**src/rtl/uart_pic_loader_if.sv**
```systemverilog
// -----------------------------------------------------------------------------
// uart_pic_loader_if
//   Bundles the UART image loader's line input, consumer handshake, RAM write
//   port and status pulses. Signal prefixes are from the loader's point of
//   view: i_* flow into the loader, o_* flow out of it.
//
//   master : the loader itself (drives o_*, receives i_*)
//   slave  : the environment (rx line driver, image RAM, consumer)
//
//   i_rx          async UART line, idle high
//   i_pic_ack     consumer has read the image (effective only while o_pic_valid)
//   o_wr_en       one-cycle RAM write strobe
//   o_wr_addr     pixel index 0..PIX_COUNT-1
//   o_wr_data     received pixel
//   o_pic_valid   level: full image stored
//   o_busy        frame reception in progress
//   o_frame_err   one-cycle pulse: stop bit sampled low
//   o_parity_err  one-cycle pulse: parity mismatch
//   o_overrun     one-cycle pulse: good byte dropped while o_pic_valid
// -----------------------------------------------------------------------------
interface uart_pic_loader_if #(
  parameter int ADDR_W    = 10,
  parameter int DATA_BITS = 8
);
  logic                 i_rx;
  logic                 i_pic_ack;
  logic                 o_wr_en;
  logic [ADDR_W-1:0]    o_wr_addr;
  logic [DATA_BITS-1:0] o_wr_data;
  logic                 o_pic_valid;
  logic                 o_busy;
  logic                 o_frame_err;
  logic                 o_parity_err;
  logic                 o_overrun;

  modport master (
    input  i_rx, i_pic_ack,
    output o_wr_en, o_wr_addr, o_wr_data, o_pic_valid, o_busy,
           o_frame_err, o_parity_err, o_overrun
  );

  modport slave (
    output i_rx, i_pic_ack,
    input  o_wr_en, o_wr_addr, o_wr_data, o_pic_valid, o_busy,
           o_frame_err, o_parity_err, o_overrun
  );
endinterface

```
**src/rtl/uart_pic_loader.sv**
```systemverilog
// -----------------------------------------------------------------------------
// uart_pic_loader
//   UART receiver that loads one image, one byte per pixel, into a write-port
//   RAM and raises pic_valid once the image is complete. Frames are checked
//   for false starts, parity (optional) and stop bit. With SYNC_EN set, every
//   image must be preceded by SYNC_BYTE; bytes before it are discarded.
//   A completed image is held until the consumer acknowledges it; good bytes
//   arriving meanwhile are dropped with an overrun pulse.
//
// Ports
//   clk   clock
//   rst   synchronous, active-high reset
//   bus   uart_pic_loader_if.master (rx line, ack, RAM write port, status)
//
// Parameters
//   CLKS_PER_BIT  clk cycles per UART bit
//   DATA_BITS     payload bits per frame (5..8), LSB first
//   PARITY        0 = none, 1 = odd, 2 = even
//   PIX_COUNT     bytes per image
//   ADDR_W        write address width, 2**ADDR_W >= PIX_COUNT
//   SYNC_EN       1 = image must be preceded by SYNC_BYTE
//   SYNC_BYTE     header value, compared on the low DATA_BITS bits
// -----------------------------------------------------------------------------
module uart_pic_loader #(
  parameter int         CLKS_PER_BIT = 10417,
  parameter int         DATA_BITS    = 8,
  parameter int         PARITY       = 0,
  parameter int         PIX_COUNT    = 784,
  parameter int         ADDR_W       = 10,
  parameter int         SYNC_EN      = 1,
  parameter logic [7:0] SYNC_BYTE    = 8'hA5
) (
  input  logic               clk,
  input  logic               rst,
  uart_pic_loader_if.master  bus
);

  localparam int CNT_W = (CLKS_PER_BIT > 2) ? $clog2(CLKS_PER_BIT) : 1;
  localparam int BIT_W = (DATA_BITS > 1) ? $clog2(DATA_BITS) : 1;

  localparam logic [CNT_W-1:0]     HALF_LAST   = CNT_W'(CLKS_PER_BIT / 2 - 1);
  localparam logic [CNT_W-1:0]     FULL_LAST   = CNT_W'(CLKS_PER_BIT - 1);
  localparam logic [BIT_W-1:0]     BIT_LAST    = BIT_W'(DATA_BITS - 1);
  localparam logic [ADDR_W-1:0]    PIX_LAST    = ADDR_W'(PIX_COUNT - 1);
  localparam logic [DATA_BITS-1:0] SYNC_VAL    = SYNC_BYTE[DATA_BITS-1:0];
  localparam logic                 SYNC_EN_BIT = (SYNC_EN != 0);

  typedef enum logic [2:0] {
    S_IDLE,
    S_START,
    S_DATA,
    S_PARITY,
    S_STOP
  } state_t;

  // rx synchroniser and edge detector
  logic                 r_rx_meta;
  logic                 r_rx_sync;
  logic                 r_rx_prev;

  // frame reception
  state_t               r_state;
  state_t               w_state_next;
  logic [CNT_W-1:0]     r_cnt;
  logic [BIT_W-1:0]     r_bit_cnt;
  logic [DATA_BITS-1:0] r_shift;
  logic                 r_par_bit;

  // image bookkeeping and outputs
  logic [ADDR_W-1:0]    r_index;
  logic                 r_hunting;
  logic                 r_pic_valid;
  logic                 r_set_valid;
  logic                 r_wr_en;
  logic [ADDR_W-1:0]    r_wr_addr;
  logic [DATA_BITS-1:0] r_wr_data;
  logic                 r_frame_err;
  logic                 r_parity_err;
  logic                 r_overrun;

  // FSM control strobes
  logic                 w_start_edge;
  logic                 w_cnt_clr;
  logic                 w_bit_clr;
  logic                 w_shift_en;
  logic                 w_par_cap;
  logic                 w_byte_done;
  logic                 w_ones;
  logic                 w_parity_ok;

  // ---------------------------------------------------------------------------
  // rx synchroniser. Flops reset to the idle level so that releasing reset
  // never looks like a start edge.
  // ---------------------------------------------------------------------------
  // NOTE: all clocked state uses non-blocking assignments so every flop
  // samples pre-edge values regardless of process evaluation order.
  always_ff @(posedge clk) begin
    if (rst) begin
      r_rx_meta <= 1'b1;
      r_rx_sync <= 1'b1;
      r_rx_prev <= 1'b1;
    end else begin
      r_rx_meta <= bus.i_rx;
      r_rx_sync <= r_rx_meta;
      r_rx_prev <= r_rx_sync;
    end
  end

  // A start needs a 1 -> 0 transition, so a line stuck low cannot retrigger.
  assign w_start_edge = r_rx_prev & ~r_rx_sync;

  // ---------------------------------------------------------------------------
  // FSM state register
  // ---------------------------------------------------------------------------
  always_ff @(posedge clk) begin
    if (rst) r_state <= S_IDLE;
    else     r_state <= w_state_next;
  end

  // ---------------------------------------------------------------------------
  // FSM next state and control strobes. START samples half a bit in; every
  // later sample is one full bit after the previous because the counter is
  // cleared on each sample.
  // ---------------------------------------------------------------------------
  // NOTE: every signal driven here gets a default first, so no path through
  // the case statement can leave one unassigned and infer a latch.
  always_comb begin
    w_state_next = r_state;
    w_cnt_clr    = 1'b0;
    w_bit_clr    = 1'b0;
    w_shift_en   = 1'b0;
    w_par_cap    = 1'b0;
    w_byte_done  = 1'b0;
    unique case (r_state)
      S_IDLE: begin
        w_cnt_clr = 1'b1;
        if (w_start_edge) w_state_next = S_START;
      end
      S_START: begin
        if (r_cnt == HALF_LAST) begin
          w_cnt_clr    = 1'b1;
          w_bit_clr    = 1'b1;
          // A high mid-start sample is line noise: drop it silently.
          w_state_next = r_rx_sync ? S_IDLE : S_DATA;
        end
      end
      S_DATA: begin
        if (r_cnt == FULL_LAST) begin
          w_cnt_clr  = 1'b1;
          w_shift_en = 1'b1;
          if (r_bit_cnt == BIT_LAST)
            w_state_next = (PARITY != 0) ? S_PARITY : S_STOP;
        end
      end
      S_PARITY: begin
        if (r_cnt == FULL_LAST) begin
          w_cnt_clr    = 1'b1;
          w_par_cap    = 1'b1;
          w_state_next = S_STOP;
        end
      end
      S_STOP: begin
        // Leave mid stop bit so a start edge in its second half is caught.
        if (r_cnt == FULL_LAST) begin
          w_cnt_clr    = 1'b1;
          w_byte_done  = 1'b1;
          w_state_next = S_IDLE;
        end
      end
      default: w_state_next = S_IDLE;
    endcase
  end

  // ---------------------------------------------------------------------------
  // Bit timing counter, data shifter, parity capture
  // ---------------------------------------------------------------------------
  always_ff @(posedge clk) begin
    if (rst) begin
      r_cnt     <= '0;
      r_bit_cnt <= '0;
      r_shift   <= '0;
      r_par_bit <= 1'b0;
    end else begin
      if (w_cnt_clr) r_cnt <= '0;
      else           r_cnt <= r_cnt + 1'b1;

      if (w_bit_clr)       r_bit_cnt <= '0;
      else if (w_shift_en) r_bit_cnt <= r_bit_cnt + 1'b1;

      // LSB arrives first, so shift in from the top.
      if (w_shift_en) r_shift <= {r_rx_sync, r_shift[DATA_BITS-1:1]};
      if (w_par_cap)  r_par_bit <= r_rx_sync;
    end
  end

  // Odd parity: data+parity has an odd number of ones; even: an even number.
  assign w_ones = ^{r_shift, r_par_bit};
  always_comb begin
    w_parity_ok = 1'b1;
    if (PARITY == 1)      w_parity_ok = w_ones;
    else if (PARITY == 2) w_parity_ok = ~w_ones;
  end

  // ---------------------------------------------------------------------------
  // Byte outcome. Decided at the stop sample edge (r_rx_sync is the stop bit),
  // so the strobes are visible during the cycle after that sample.
  // Priority: frame error, parity error, overrun, sync hunt, write.
  // ---------------------------------------------------------------------------
  always_ff @(posedge clk) begin
    if (rst) begin
      r_index      <= '0;
      r_hunting    <= SYNC_EN_BIT;
      r_pic_valid  <= 1'b0;
      r_set_valid  <= 1'b0;
      r_wr_en      <= 1'b0;
      r_wr_addr    <= '0;
      r_wr_data    <= '0;
      r_frame_err  <= 1'b0;
      r_parity_err <= 1'b0;
      r_overrun    <= 1'b0;
    end else begin
      r_wr_en      <= 1'b0;
      r_frame_err  <= 1'b0;
      r_parity_err <= 1'b0;
      r_overrun    <= 1'b0;
      r_set_valid  <= 1'b0;

      // pic_valid rises the cycle after the last pixel's write strobe.
      if (r_set_valid)                      r_pic_valid <= 1'b1;
      else if (bus.i_pic_ack && r_pic_valid) r_pic_valid <= 1'b0;

      if (w_byte_done) begin
        if (!r_rx_sync) begin
          r_frame_err <= 1'b1;
        end else if (!w_parity_ok) begin
          r_parity_err <= 1'b1;
        end else if (r_pic_valid) begin
          r_overrun <= 1'b1;
        end else if (r_hunting) begin
          if (r_shift == SYNC_VAL) r_hunting <= 1'b0;
        end else begin
          r_wr_en   <= 1'b1;
          r_wr_addr <= r_index;
          r_wr_data <= r_shift;
          if (r_index == PIX_LAST) begin
            r_index     <= '0;
            r_hunting   <= SYNC_EN_BIT;
            r_set_valid <= 1'b1;
          end else begin
            r_index <= r_index + 1'b1;
          end
        end
      end
    end
  end

  assign bus.o_wr_en      = r_wr_en;
  assign bus.o_wr_addr    = r_wr_addr;
  assign bus.o_wr_data    = r_wr_data;
  assign bus.o_pic_valid  = r_pic_valid;
  assign bus.o_busy       = (r_state != S_IDLE);
  assign bus.o_frame_err  = r_frame_err;
  assign bus.o_parity_err = r_parity_err;
  assign bus.o_overrun    = r_overrun;

endmodule

```
**src/flat_wrapper.sv**
```systemverilog
// flat-port wrapper written by rule: the top's interface ports become plain ports
module uart_pic_loader_flat 
#(
  parameter int         CLKS_PER_BIT = 10417,
  parameter int         DATA_BITS    = 8,
  parameter int         PARITY       = 0,
  parameter int         PIX_COUNT    = 784,
  parameter int         ADDR_W       = 10,
  parameter int         SYNC_EN      = 1,
  parameter logic [7:0] SYNC_BYTE    = 8'hA5
)
  (clk, rst, bus_i_rx, bus_i_pic_ack, bus_o_wr_en, bus_o_wr_addr, bus_o_wr_data, bus_o_pic_valid, bus_o_busy, bus_o_frame_err, bus_o_parity_err, bus_o_overrun);
  uart_pic_loader_if #(.ADDR_W(ADDR_W), .DATA_BITS(DATA_BITS)) bus_i ();
  input  logic clk;
  input  logic rst;
  input wire logic [$bits(bus_i.i_rx)-1:0] bus_i_rx;
  input wire logic [$bits(bus_i.i_pic_ack)-1:0] bus_i_pic_ack;
  output wire logic [$bits(bus_i.o_wr_en)-1:0] bus_o_wr_en;
  output wire logic [$bits(bus_i.o_wr_addr)-1:0] bus_o_wr_addr;
  output wire logic [$bits(bus_i.o_wr_data)-1:0] bus_o_wr_data;
  output wire logic [$bits(bus_i.o_pic_valid)-1:0] bus_o_pic_valid;
  output wire logic [$bits(bus_i.o_busy)-1:0] bus_o_busy;
  output wire logic [$bits(bus_i.o_frame_err)-1:0] bus_o_frame_err;
  output wire logic [$bits(bus_i.o_parity_err)-1:0] bus_o_parity_err;
  output wire logic [$bits(bus_i.o_overrun)-1:0] bus_o_overrun;
  assign bus_i.i_rx = bus_i_rx;
  assign bus_i.i_pic_ack = bus_i_pic_ack;
  assign bus_o_wr_en = bus_i.o_wr_en;
  assign bus_o_wr_addr = bus_i.o_wr_addr;
  assign bus_o_wr_data = bus_i.o_wr_data;
  assign bus_o_pic_valid = bus_i.o_pic_valid;
  assign bus_o_busy = bus_i.o_busy;
  assign bus_o_frame_err = bus_i.o_frame_err;
  assign bus_o_parity_err = bus_i.o_parity_err;
  assign bus_o_overrun = bus_i.o_overrun;
  uart_pic_loader #(.CLKS_PER_BIT(CLKS_PER_BIT), .DATA_BITS(DATA_BITS), .PARITY(PARITY), .PIX_COUNT(PIX_COUNT), .ADDR_W(ADDR_W), .SYNC_EN(SYNC_EN), .SYNC_BYTE(SYNC_BYTE)) u_core (.clk(clk), .rst(rst), .bus(bus_i));
endmodule
```
**config.mk**
```make
export PLATFORM = sky130hd
export DESIGN_NAME = uart_pic_loader_flat
export DESIGN_NICKNAME = d
export VERILOG_FILES = /design/src/rtl/uart_pic_loader_if.sv /design/src/rtl/uart_pic_loader.sv /design/src/flat_wrapper.sv
export SDC_FILE = /design/constraint.sdc
export NUM_CORES = 1
export LEC_CHECK = 0
export ABC_CLOCK_PERIOD_IN_PS = 2000
export CORE_UTILIZATION = 25
export DETAILED_ROUTE_END_ITERATION = 8
export HOLD_SLACK_MARGIN = 0.03
export SLEW_MARGIN = 10
export SYNTH_ARGS = -nofsm -noshare
export SYNTH_HDL_FRONTEND = slang
export SYNTH_SLANG_ARGS = --single-unit
```
**constraint.sdc**
```tcl
create_clock -name clk -period 2 [get_ports clk]
set_input_delay 0.4 -clock clk [delete_from_list [all_inputs] [get_ports clk]]
set_output_delay 0.4 -clock clk [all_outputs]
set_load 0.03 [all_outputs]
```
== Yosys cells after proc, flatten, opt, wreduce, memory -nomap -nowiden ==
Index checks and enable logic that the tools add are counted.

* Register bits after elaboration: 65
* Input port bits: 4
* Logic and storage cells: 76

* Add/subtract/negate cells: 3
* Equal/unequal tests: 15
* Mux-type cells: 23
* Bitwise operators: 5
* Reductions and logical operators: 14

{| class="wikitable"
|+ Operators by type and width
! kind !! count
|-
| $mux W3 || 6
|-
| $pmux W3 S5 || 1
|-
| $add A14 B1 Y14 const B || 1
|-
| $eq A14 B13 Y1 const B || 1
|-
| $eq A14 B14 Y1 const B || 1
|-
| $mux W1 || 13
|-
| $ne A2 B1 Y1 const B || 6
|-
| $add A10 B1 Y10 const B || 1
|-
| $eq A10 B10 Y1 const B || 1
|-
| $mux W10 || 1
|-
| $eq A8 B8 Y1 const B || 1
|-
| $eq A3 B2 Y1 const B || 2
|-
| $eq A3 B3 Y1 const B || 2
|-
| $reduce_and A6 Y1 || 1
|-
| $reduce_or A2 Y1 || 3
|-
| $reduce_or A3 Y1 || 2
|-
| $reduce_or A5 Y1 || 1
|-
| $not A1 Y1 || 4
|-
| $reduce_and A4 Y1 || 1
|-
| $reduce_or A4 Y1 || 1
|-
| $add A3 B1 Y3 const B || 1
|-
| $eq A3 B1 Y1 const B || 1
|-
| $logic_not A3 Y1 || 1
|-
| $pmux W1 S3 || 1
|-
| other kinds (6) || 6
|}

== Longest topological paths before layout ==
* Depth in word-level cells: 5
* Depth in mapped cells: 8
* Depth with buffers taken out: 6

== Worst setup path after synthesis ==
OpenSTA, ideal clock, no wires.

* Path kind: register to register
* Start point: register u_core.r_index[5]
* End point: register u_core.r_index[6]
* Arrival time: 1.572 ns
* Data required time: 1.883 ns
* Slack: 0.311 ns
* Cell stages (with the launch flop): 6
* Buffers on the path: 1
* Cells stage by stage: dfxtp_1 -> buf_2 -> nor4b_1 -> nand3_1 -> a211o_1 -> a32o_1

* Cells in the longest elaborated chain, start to end: 2
* Elaborated cells between the ends (all ways): 3
* Classes of those cells: add/sub: 1; eq/ne: 1; mux: 1

{| class="wikitable"
|+ RTL lines
! what !! line !! text
|-
| from (decl) || uart_pic_loader.sv:70 || <nowiki>logic [ADDR_W-1:0] r_index;</nowiki>
|-
| from (signal assigned) || uart_pic_loader.sv:250 || <nowiki>r_index <= r_index + 1'b1;</nowiki>
|-
| $add A10 B1 Y10 / $eq A10 B10 Y1 (equally long branches) || uart_pic_loader.sv:250, uart_pic_loader.sv:245 ||
|-
| $mux W10 (*) || uart_pic_loader.sv:245 || <nowiki>if (r_index == PIX_LAST) begin</nowiki>
|}

Every way passes the cells marked *; elsewhere a longest branch is shown, timed or not.
A chain may end at the register's enable or synchronous reset.

== Worst setup path in the final report ==
* Start point: register u_core.r_state[2]
* End point: output bus_o_busy

* Cells in the longest elaborated chain, start to end: 1

{| class="wikitable"
|+ RTL lines
! what !! line !! text
|-
| from (decl) || uart_pic_loader.sv:62 || <nowiki>state_t r_state;</nowiki>
|-
| from (signal assigned) || uart_pic_loader.sv:117 || <nowiki>else r_state <= w_state_next;</nowiki>
|-
| $reduce_bool A3 Y1 || uart_pic_loader.sv:261 || <nowiki>assign bus.o_busy = (r_state != S_IDLE);</nowiki>
|-
| to (decl) || flat_wrapper.sv:22 || <nowiki>output wire logic [$bits(bus_i.o_busy)-1:0] bus_o_busy;</nowiki>
|}

Every way passes these cells.

==> impl_metrics.csv <==
group,metric,value,unit
timing,setup_violations,0,
placed_design,io_buffers,26,
setup_path,rrSetupSlack,0.14,ns
setup_path,cpPeakStageDelay,0.45,ns
synthesis,ys_types,49,
routing,vias,2641,
floorplanning,dieArea,12300,sq um
routing,wl,6990,um
global_routing,grt_pass1_vias,2545,
timing,final.min_clock_period,1.92,ns
clock_tree,cts_tree,"yes",
synthesis,synth_async_sr_flop_share,0,%
synthesis,syn-instance-count,348,
clock_tree,clk_pin_slew,0.05,ns
synthesis,syn-num-nets,357,
power,vdd_drop_max,0.000453,V
layout,layout-drive-gt1-share,10.5,%
setup_path,cp_max_fo,8,
synthesis,yosys_warnings,0,
clock_tree,cts_inserted_buffers,9,
timing,period_share,96.0,%
floorplanning,start_util,25.8,%
setup_path,crit_type,"register to output port",
power,p_per_area,809,nW/um^2
setup_path,cp-end-kind,"output port",
placed_design,dp.cells,509,
timing,rsz0062_at_grt,"false",
floorplanning,io_pins,28,
clock_tree,cts_sinks,65,
global_routing,grt_pass1_wl,12000,um
synthesis,ys_seq_area_share,44.0,%
synthesis,synth_top_flop_cell,"dfxtp_1",
clock_tree,htree_levels,3,
layout,n_antenna_cell,0,
global_routing,grt_max_degree,50,
setup_path,critPathLaunchType,"register",
placed_design,gp_congestion,0.782,
timing,max_freq,521,MHz
synthesis,synth_seq_cells,65,
layout,syn2layout_area_growth,27.4,%
setup_path,worstPathArrival,1.52,ns
synthesis,avgSynthCellArea,8.50,sq um
routing,first_pass_iters,4,
global_routing,grt.total_usage,11.9,%
placed_design,dpl_cell_area,3450,sq um
clock_tree,root_buffer,"clkbuf_16",
layout,final_common_cell,"dfxtp_1",
setup_path,cp_top_family,"simple AND/OR/NAND/NOR gates",
layout,nNetsFinal,386,
floorplanning,num_rows,39,
synthesis,syn-cell-area,2960,sq um
setup_path,path_buf_inv,1,
timing,finalSetupTns,0,ns
setup_path,worstPathRequired,1.60,ns
timing,postLayoutSetupSlackWorst,0.0798,ns
floorplanning,die_w,111,um
power,totalPowerFinal,3050,uW
clock_tree,cts.path.max_buffers,2,
layout,stdcell_count,523,
timing,slew_violations,0,
placed_design,hpwl,4790,um
routing,dr.first_iter.drc_count,191,
floorplanning,die_h,111,um
timing,clock_skew,0.0102,ns
routing,ant_nets,0,
hold_path,holdCritPathClass,"register to register",
outcome,status,"finished, final reports clean",
timing,slew_headroom,66.6,%
setup_path,cp_cell_sequence,"or3_1, dlygate4sd2_1",
layout,final_cell_mix,"dfxtp_1 (65), a21oi_1 (39), nand3_1 (36)",
placed_design,pre_cts_ws,0.116,ns
floorplanning,core_region_area,11500,sq um
setup_path,slowest_stage,"or3_1",
timing,tightestPinTransition,0.493,ns
routing,via_per_inst,5.05,
synthesis,synth_edf_count,0,
power,p_leak,0.00123,uW
global_routing,grt_overflow,0,
flow_run,maxCapViolCount,0,
clock_tree,holdBufCountCts,0,
routing,wl_per_cell,13.4,um
layout,fill_cells,1147,
timing,hold_viol,0,
global_routing,antenna_found_initial,0,
routing,drc,0,
layout,final_cell_area,3770,sq um
clock_tree,clock_latency,0.32,ns
worst register-to-register path: stages, from the launching register on:
cell and delay (ns):
dfxtp_1 0.36, inv_1 0.06, ha_1 0.21, and4_1 0.22
and4_1 0.20, buf_4 0.18, a21o_1 0.21, buf_12 0.15
a211oi_1 0.18
power by group:
part	internal [uW]	total [uW]	leakage, uW	switching [uW]
Sequential	1300	1310	0.000524	6.91
Combinational	27.7	71.8	0.000548	44.1
Clock	1140	1670	0.000157	527
per-layer routing:
layer  vias to the layer above  GRT usage (%)  routed length, um
li1                       1341              -                  -
met1                      1261           14.9               3340
met2                        32           19.5               3380
met3                         7           2.62                179
met4                         0           5.24                 86
met5                         -              0                  0
logic make-up (layout without fill, tap and decap cells):
group                    after synthesis  after routing  synth area share [%]
AO/OA/AOI/OAI                         97             97                  18.8
XOR/XNOR                              10             10                  2.96
adder cells (fa/ha/maj)                5              5                  2.12
buffers and inverters                 35             67                  5.29
flip-flops                            65             65                  44.0
other                                  1              1                 0.127
AND/OR/NAND/NOR                      135            135                  26.7
through the flow:
| stage | util, % | hold WS [ns] |
|---|---|---|
| 4_1_cts | 32.9 | 0.404 |
| 3_3_place_gp | 30.1 | 0.395 |
| 2_1_floorplan | - | 0.389 |
| 3_5_place_dp | 30.1 | 0.393 |
| 5_1_grt | 32.9 | 0.419 |
| 6_report | 32.9 | 0.404 |
cells in the mapped netlist, drive strengths merged (2+ instances only):
cell	count	area, sq um
nand2	15	56.3
a211oi	3	22.5
and4	5	43.8
nor4bb	4	40.0
nor4b	3	41.3
ha	5	62.6
o211ai	4	30.0
clkbuf	12	45.0
inv	8	30.0
or4	3	22.5
nor3b	3	22.5
a21oi	39	195
or2	4	25.0
nand4	7	50.1
or3	6	37.5
a32o	3	30.0
nor2b	4	25.0
buf	15	81.3
nor4	4	25.0
nand3	36	180
o31ai	3	22.5
o21ai	36	180
dfxtp	65	1300
nor2	9	33.8
and3	5	31.3
a31oi	2	12.5
nand2b	4	25.0
xnor2	4	35.0
xor2	6	52.6
nor3	18	90.1
registers in the layout, indices dropped and copies added (netlist names), 3 cells and up:
name and count:
u_core.r_shift 8, u_core.r_cnt 14, u_core.bus.o_wr_data 8, u_core.r_state 3, u_core.r_bit_cnt 3, u_core.r_index 10
u_core.bus.o_wr_addr 10
area by class of cell:
cell class                 count  area [sq um]  share of cell area, %
tap                          143           179                   4.75
multi-input combinational    248          1500                   39.8
timing repair buffer          45           439                   11.7
inverter                       8          30.0                  0.797
sequential                    65          1300                   34.5
clock inverter                 3          65.1                   1.73
clock buffer                  11           253                   6.71
what timing repair did:
item	4_1_cts	5_1_grt
buffers inserted	0	0
endpoints found under the setup margin	1	0
resized for setup	1	0
worst paths after layout:
check,cells past startpoint,to,startpoint
worst min-delay path,1,u_core.r_rx_sync,u_core.r_rx_meta
worst max-delay path,2,bus_o_busy,u_core.r_state[2]
worst min register to register,1,u_core.r_rx_sync,u_core.r_rx_meta
worst max register to register,8,u_core.r_cnt[13],u_core.r_cnt[0]
Note: power is estimated with default switching activity, not from simulation.
==> RTL change 1, RTL diff (same flow settings) <==
`SYNC_EN` is set to 1 in 2 places; all go to 0. Comments in the files are not updated.
--- a/src/rtl/uart_pic_loader.sv
+++ b/src/rtl/uart_pic_loader.sv
@@ -27,7 +27,7 @@
   parameter int         PARITY       = 0,
   parameter int         PIX_COUNT    = 784,
   parameter int         ADDR_W       = 10,
-  parameter int         SYNC_EN      = 1,
+  parameter int         SYNC_EN      = 0,
   parameter logic [7:0] SYNC_BYTE    = 8'hA5
 ) (
   input  logic               clk,
--- a/src/flat_wrapper.sv
+++ b/src/flat_wrapper.sv
@@ -6,7 +6,7 @@
   parameter int         PARITY       = 0,
   parameter int         PIX_COUNT    = 784,
   parameter int         ADDR_W       = 10,
-  parameter int         SYNC_EN      = 1,
+  parameter int         SYNC_EN      = 0,
   parameter logic [7:0] SYNC_BYTE    = 8'hA5
 )
   (clk, rst, bus_i_rx, bus_i_pic_ack, bus_o_wr_en, bus_o_wr_addr, bus_o_wr_data, bus_o_pic_valid, bus_o_busy, bus_o_frame_err, bus_o_parity_err, bus_o_overrun);
Formal check against the unedited RTL: no difference found for any inputs over 10 cycles, from zero or initial values and one cycle with rst high; that may be too few to reach the edited logic, so the function may still have changed.
==> RTL change 1 against the unedited design <==
  * Synthesized area decreased by 6.5%
  * Routed wire length decreased by 11%
  * Synthesized cell count decreased by 6.6%
  * Via count decreased by 7.6%
  * Design area decreased by 5.3%
  * Core utilization increased by 0.21 points
  * First-iteration DRC count decreased by 58%
  * Worst hold slack improved by 0.0031 ns
  * Clock skew increased by 0.00094 ns
  * Critical path depth unchanged
  * Setup slack got worse by 0.0044 ns
  * Sequential cell count unchanged
Power is not compared: it rests on default switching activity, and its combinational part moved more than twofold at a synthesized area within 25%.
==> RTL change 1: results (changes against the unedited design) <==
\begin{tabular}{lr}
\hline
Metric & Value \\
\hline
\multicolumn{2}{l}{\textbf{STA}} \\
\quad Post-route worst hold slack & 0.407 ns (was 0.404 ns) \\
\quad Headroom to the max-slew limit & 58.7\% (was 66.6\%) \\
\multicolumn{2}{l}{\textbf{Finish}} \\
\quad Area taken by multi-input logic gates & 0.00136 mm\^{}2 (was 0.00150 mm\^{}2) \\
\quad Clock buffers and inverters, area share & 5.50\% (was 8.44\%) \\
\quad Layout multi-input combinational cell count & 235 (was 248) \\
\quad Sequential fraction of total cell area & 36.5\% (was 34.5\%) \\
\quad Proportion of layout cells with a drive suffix above 1 & 15.8\% (was 10.5\%) \\
\multicolumn{2}{l}{\textbf{Placed design}} \\
\quad Post-Place Setup Slack & -0.0115 ns (was 0.116 ns) \\
\quad Placed standard-cell area & 0.00332 mm\^{}2 (was 0.00345 mm\^{}2) \\
\multicolumn{2}{l}{\textbf{Clocking}} \\
\quad Master cell of the clock root buffer & sky130\_fd\_sc\_hd\_\_clkbuf\_8 (was sky130\_fd\_sc\_hd\_\_clkbuf\_16) \\
\quad Clock network latency to the later pin of the worst-skew pair & 0.34 ns (was 0.32 ns) \\
\multicolumn{2}{l}{\textbf{Setup path}} \\
\quad Worst Reg-to-Reg Cells & 6 (was 8) \\
\quad Critical path startpoint & u\_core.bus.o\_pic\_valid (was u\_core.r\_state[2]) \\
\quad Largest fanout on the critical path & 4 (was 8) \\
\multicolumn{2}{l}{\textbf{Global routing}} \\
\quad GRT Total Usage & 11.8\% (was 11.9\%) \\
\quad First-pass GRT wire length & 10700 um (was 12000 um) \\
\quad Maximum number of pins on one net before global-route repair & 46 (was 50) \\
\multicolumn{2}{l}{\textbf{Routing}} \\
\quad Post-detailed-route via-to-cell ratio & 4.69 (was 5.05) \\
\multicolumn{2}{l}{\textbf{Run status}} \\
\quad Run status & finished, final reports clean (unchanged) \\
\multicolumn{2}{l}{\textbf{Synth}} \\
\quad Synthesized net count & 334 (was 357) \\
\hline
\end{tabular}
## RTL change 1: changes by cell type after synthesis, sizes merged, moves of 6 or more
cell,unedited run,this run
nor3,18,6
nor2,9,26
nand2,15,64
or3,6,0
o21ai,36,3
buf,15,7
nand3,36,24
## RTL change 1: metal layers
| layer | vias up | global-route usage [%] | routed length, um |
|---|---|---|---|
| met5 | - | 0 | 0 |
| li1 | 1211 | - | - |
| met1 | 1175 | 14.3 | 2880 |
| met2 | 45 | 19.7 | 3030 |
| met3 | 10 | 3.34 | 227 |
| met4 | 0 | 4.31 | 92 |
## RTL change 1: kinds of logic (layout without fill, tap and decap cells)
group                    Yosys count  after routing  synth area share [%]
XOR/XNOR                          15             15                  4.75
adder cells (fa/ha/maj)            5              5                  2.26
AND/OR/NAND/NOR                  159            159                  28.5
buffers and inverters             25             80                  4.79
flip-flops                        65             65                  47.0
other                              1              1                 0.136
multiplexers                       1              1                 0.362
AO/OA/AOI/OAI                     54             54                  12.2
## RTL change 1: timing repair
action,4_1_cts,5_1_grt
buffers inserted,0,4
hold buffers,0,0
gates resized for setup,2,8
setup endpoints to repair,2,31
## RTL change 1: power by group through the flow
stage / clock network [mW] / registers (mW) / logic [mW]
after global placement: 0 / 1.35 / 0.204
after floorplan: 0 / 1.35 / 0.126
after detailed placement: 0 / 1.35 / 0.207
final: 1.11 / 1.32 / 0.205
after global routing: 1.20 / 1.32 / 0.226
after CTS: 1.15 / 1.32 / 0.203
## RTL change 1: metrics by stage
step	util, %	cells
6_report	33.1	520
2_1_floorplan	-	325
5_1_grt	33.1	520
3_5_place_dp	30.7	500
3_3_place_gp	30.7	500
4_1_cts	32.5	516
==> RTL change 2, RTL diff (same flow settings) <==
Without the edit above. The 5 states of `state_t` get a one-hot encoding in 5 bits.
--- a/src/rtl/uart_pic_loader.sv
+++ b/src/rtl/uart_pic_loader.sv
@@ -45,12 +45,12 @@
   localparam logic [DATA_BITS-1:0] SYNC_VAL    = SYNC_BYTE[DATA_BITS-1:0];
   localparam logic                 SYNC_EN_BIT = (SYNC_EN != 0);
 
-  typedef enum logic [2:0] {
-    S_IDLE,
-    S_START,
-    S_DATA,
-    S_PARITY,
-    S_STOP
+  typedef enum logic [4:0] {
+    S_IDLE   = 5'b00001,
+    S_START  = 5'b00010,
+    S_DATA   = 5'b00100,
+    S_PARITY = 5'b01000,
+    S_STOP   = 5'b10000
   } state_t;
 
   // rx synchroniser and edge detector
Formal check against the unedited RTL: no difference found for any inputs over 10 cycles, from zero or initial values and one cycle with rst high; not proved beyond that.
==> RTL change 2 against the unedited design <==
  * Routed wire length rose by 3.0%
  * Setup slack improved by 0.015 ns
  * Non-clock buffer count up 1
  * Sequential cell count is 1 higher
  * Maximum frequency is 0.81% higher
  * Cell count is the same
  * Design area increased by 0.47%
  * Synthesized area is 0.13% higher
  * Synthesized cell count decreased by 0.29%
  * Critical endpoint unchanged
Power is not compared: it rests on default switching activity, and its combinational part moved more than twofold at a synthesized area within 25%.
==> RTL change 2: results (changes against the unedited design) <==
\begin{tabular}{lr}
\hline
Metric & Value \\
\hline
\multicolumn{2}{l}{\textbf{Setup path}} \\
\quad Slack of the worst reg-to-reg path & 0.19 ns (was 0.14 ns) \\
\quad Largest fanout on the critical path & 6 (was 8) \\
\quad Library cell contributing the largest single delay on the critical path & sky130\_fd\_sc\_hd\_\_or4b\_4 (was sky130\_fd\_sc\_hd\_\_or3\_1) \\
\multicolumn{2}{l}{\textbf{Finish}} \\
\quad Net count of the finished layout & 384 (was 386) \\
\quad Area grow syn2layout & 27.8\% (was 27.4\%) \\
\quad Total of fill cells in the finished design & 1161 (was 1147) \\
\quad Proportion of layout cells with a drive suffix above 1 & 13.2\% (was 10.5\%) \\
\multicolumn{2}{l}{\textbf{Run status}} \\
\quad Run status & finished, final reports clean (unchanged) \\
\multicolumn{2}{l}{\textbf{Synth}} \\
\quad Biggest area contributors in the synthesized netlist & sky130\_fd\_sc\_hd\_\_dfxtp\_1, sky130\_fd\_sc\_hd\_\_nand3\_1, sky130\_fd\_sc\_hd\_\_a21oi\_1, sky130\_fd\_sc\_hd\_\_o21ai\_0, sky130\_fd\_sc\_hd\_\_nor3\_1 (was sky130\_fd\_sc\_hd\_\_dfxtp\_1, sky130\_fd\_sc\_hd\_\_a21oi\_1, sky130\_fd\_sc\_hd\_\_nand3\_1, sky130\_fd\_sc\_hd\_\_o21ai\_0, sky130\_fd\_sc\_hd\_\_nor3\_1) \\
\quad Most common library cells after synthesis & sky130\_fd\_sc\_hd\_\_dfxtp\_1, sky130\_fd\_sc\_hd\_\_nand3\_1, sky130\_fd\_sc\_hd\_\_a21oi\_1, sky130\_fd\_sc\_hd\_\_o21ai\_0 (was sky130\_fd\_sc\_hd\_\_dfxtp\_1, sky130\_fd\_sc\_hd\_\_a21oi\_1, sky130\_fd\_sc\_hd\_\_nand3\_1) \\
\quad Synthesized net count & 356 (was 357) \\
\quad Sequential element share of the synthesized area & 44.6\% (was 44.0\%) \\
\multicolumn{2}{l}{\textbf{Clocking}} \\
\quad Clock network latency to the later pin of the worst-skew pair & 0.34 ns (was 0.32 ns) \\
\quad Resize count post-CTS & 0 (was 1) \\
\multicolumn{2}{l}{\textbf{Global routing}} \\
\quad Via count of the first global-routing pass & 2448 (was 2545) \\
\quad First-pass GRT wire length & 12200 um (was 12000 um) \\
\multicolumn{2}{l}{\textbf{Placed design}} \\
\quad Detail Placement HPWL & 4760 um (was 4790 um) \\
\multicolumn{2}{l}{\textbf{STA}} \\
\quad Skew final & 0.00881 ns (was 0.0102 ns) \\
\multicolumn{2}{l}{\textbf{Routing}} \\
\quad 1st-iter DRT viols & 168 (was 191) \\
\quad Post-detailed-routing wire length & 7190 um (was 6990 um) \\
\hline
\end{tabular}
RTL change 2: cell types whose count changed after synthesis, sizes merged, moves of 4 or more:
| cell | unedited run | this run |
|---|---|---|
| xnor2 | 4 | 10 |
| nand2b | 4 | 0 |
| a211oi | 3 | 7 |
| inv | 8 | 13 |
| buf | 15 | 11 |
| a21oi | 39 | 34 |
| clkbuf | 12 | 18 |
| xor2 | 6 | 2 |
RTL change 2: path summary, 6_finish.rpt:
check	startpoint	to	depth (start not counted)
setup / recovery	u_core.r_state[0]	bus_o_busy	2
setup reg to reg	u_core.r_cnt[0]	u_core.r_bit_cnt[0]	7
hold reg to reg	u_core.r_rx_meta	u_core.r_rx_sync	1
hold / removal	u_core.r_rx_meta	u_core.r_rx_sync	1
RTL change 2: through the flow:
stage                     std cells  setup slack, ns
final                           523           0.0952
after detailed placement        507            0.164
after floorplan                 347            0.279
after CTS                       523           0.0474
after global placement          507            0.195
after global routing            523           0.0238
RTL change 2: cell families (layout without fill, tap and decap cells):
logic type | Yosys count | after routing | share of synthesized area, %
compound gates | 92 | 92 | 17.9
xor+xnor | 12 | 12 | 3.55
flops | 66 | 66 | 44.6
buf+inv | 42 | 75 | 6.08
fa+ha+maj | 5 | 5 | 2.11
simple gates | 129 | 129 | 25.6
other cells | 1 | 1 | 0.127
RTL change 2: area by class of cell:
type,count,area share [%]
Clock buffer,10,6.31
Clock inverter,6,2.35
Inverter,13,1.29
Multi-Input combinational cell,239,39.0
Sequential cell,66,34.9
Tap cell,143,4.73
Timing Repair Buffer,46,11.4
RTL change 2: critical path: cells and delay by family (launching register included):
kind	cells	cell delay, ns
and+or+nand+nor	1	0.54
DFF	1	0.44
buffers and inverters	1	0.20
RTL change 2: metal layers:
layer,GRT usage [%],share of wire [%],up-vias
li1,-,-,1331
met2,19.3,47,50
met5,0,0,-
met4,6.76,1.9,0
met3,3.12,3.5,9
met1,15.5,48,1264
RTL change 2: where the power goes:
part	total [mW]	switching [mW]	internal (mW)
sequential	1.35	0.0228	1.33
clock	1.72	0.598	1.13
combinational	0.184	0.115	0.0690
total	3.26	0.736	2.53
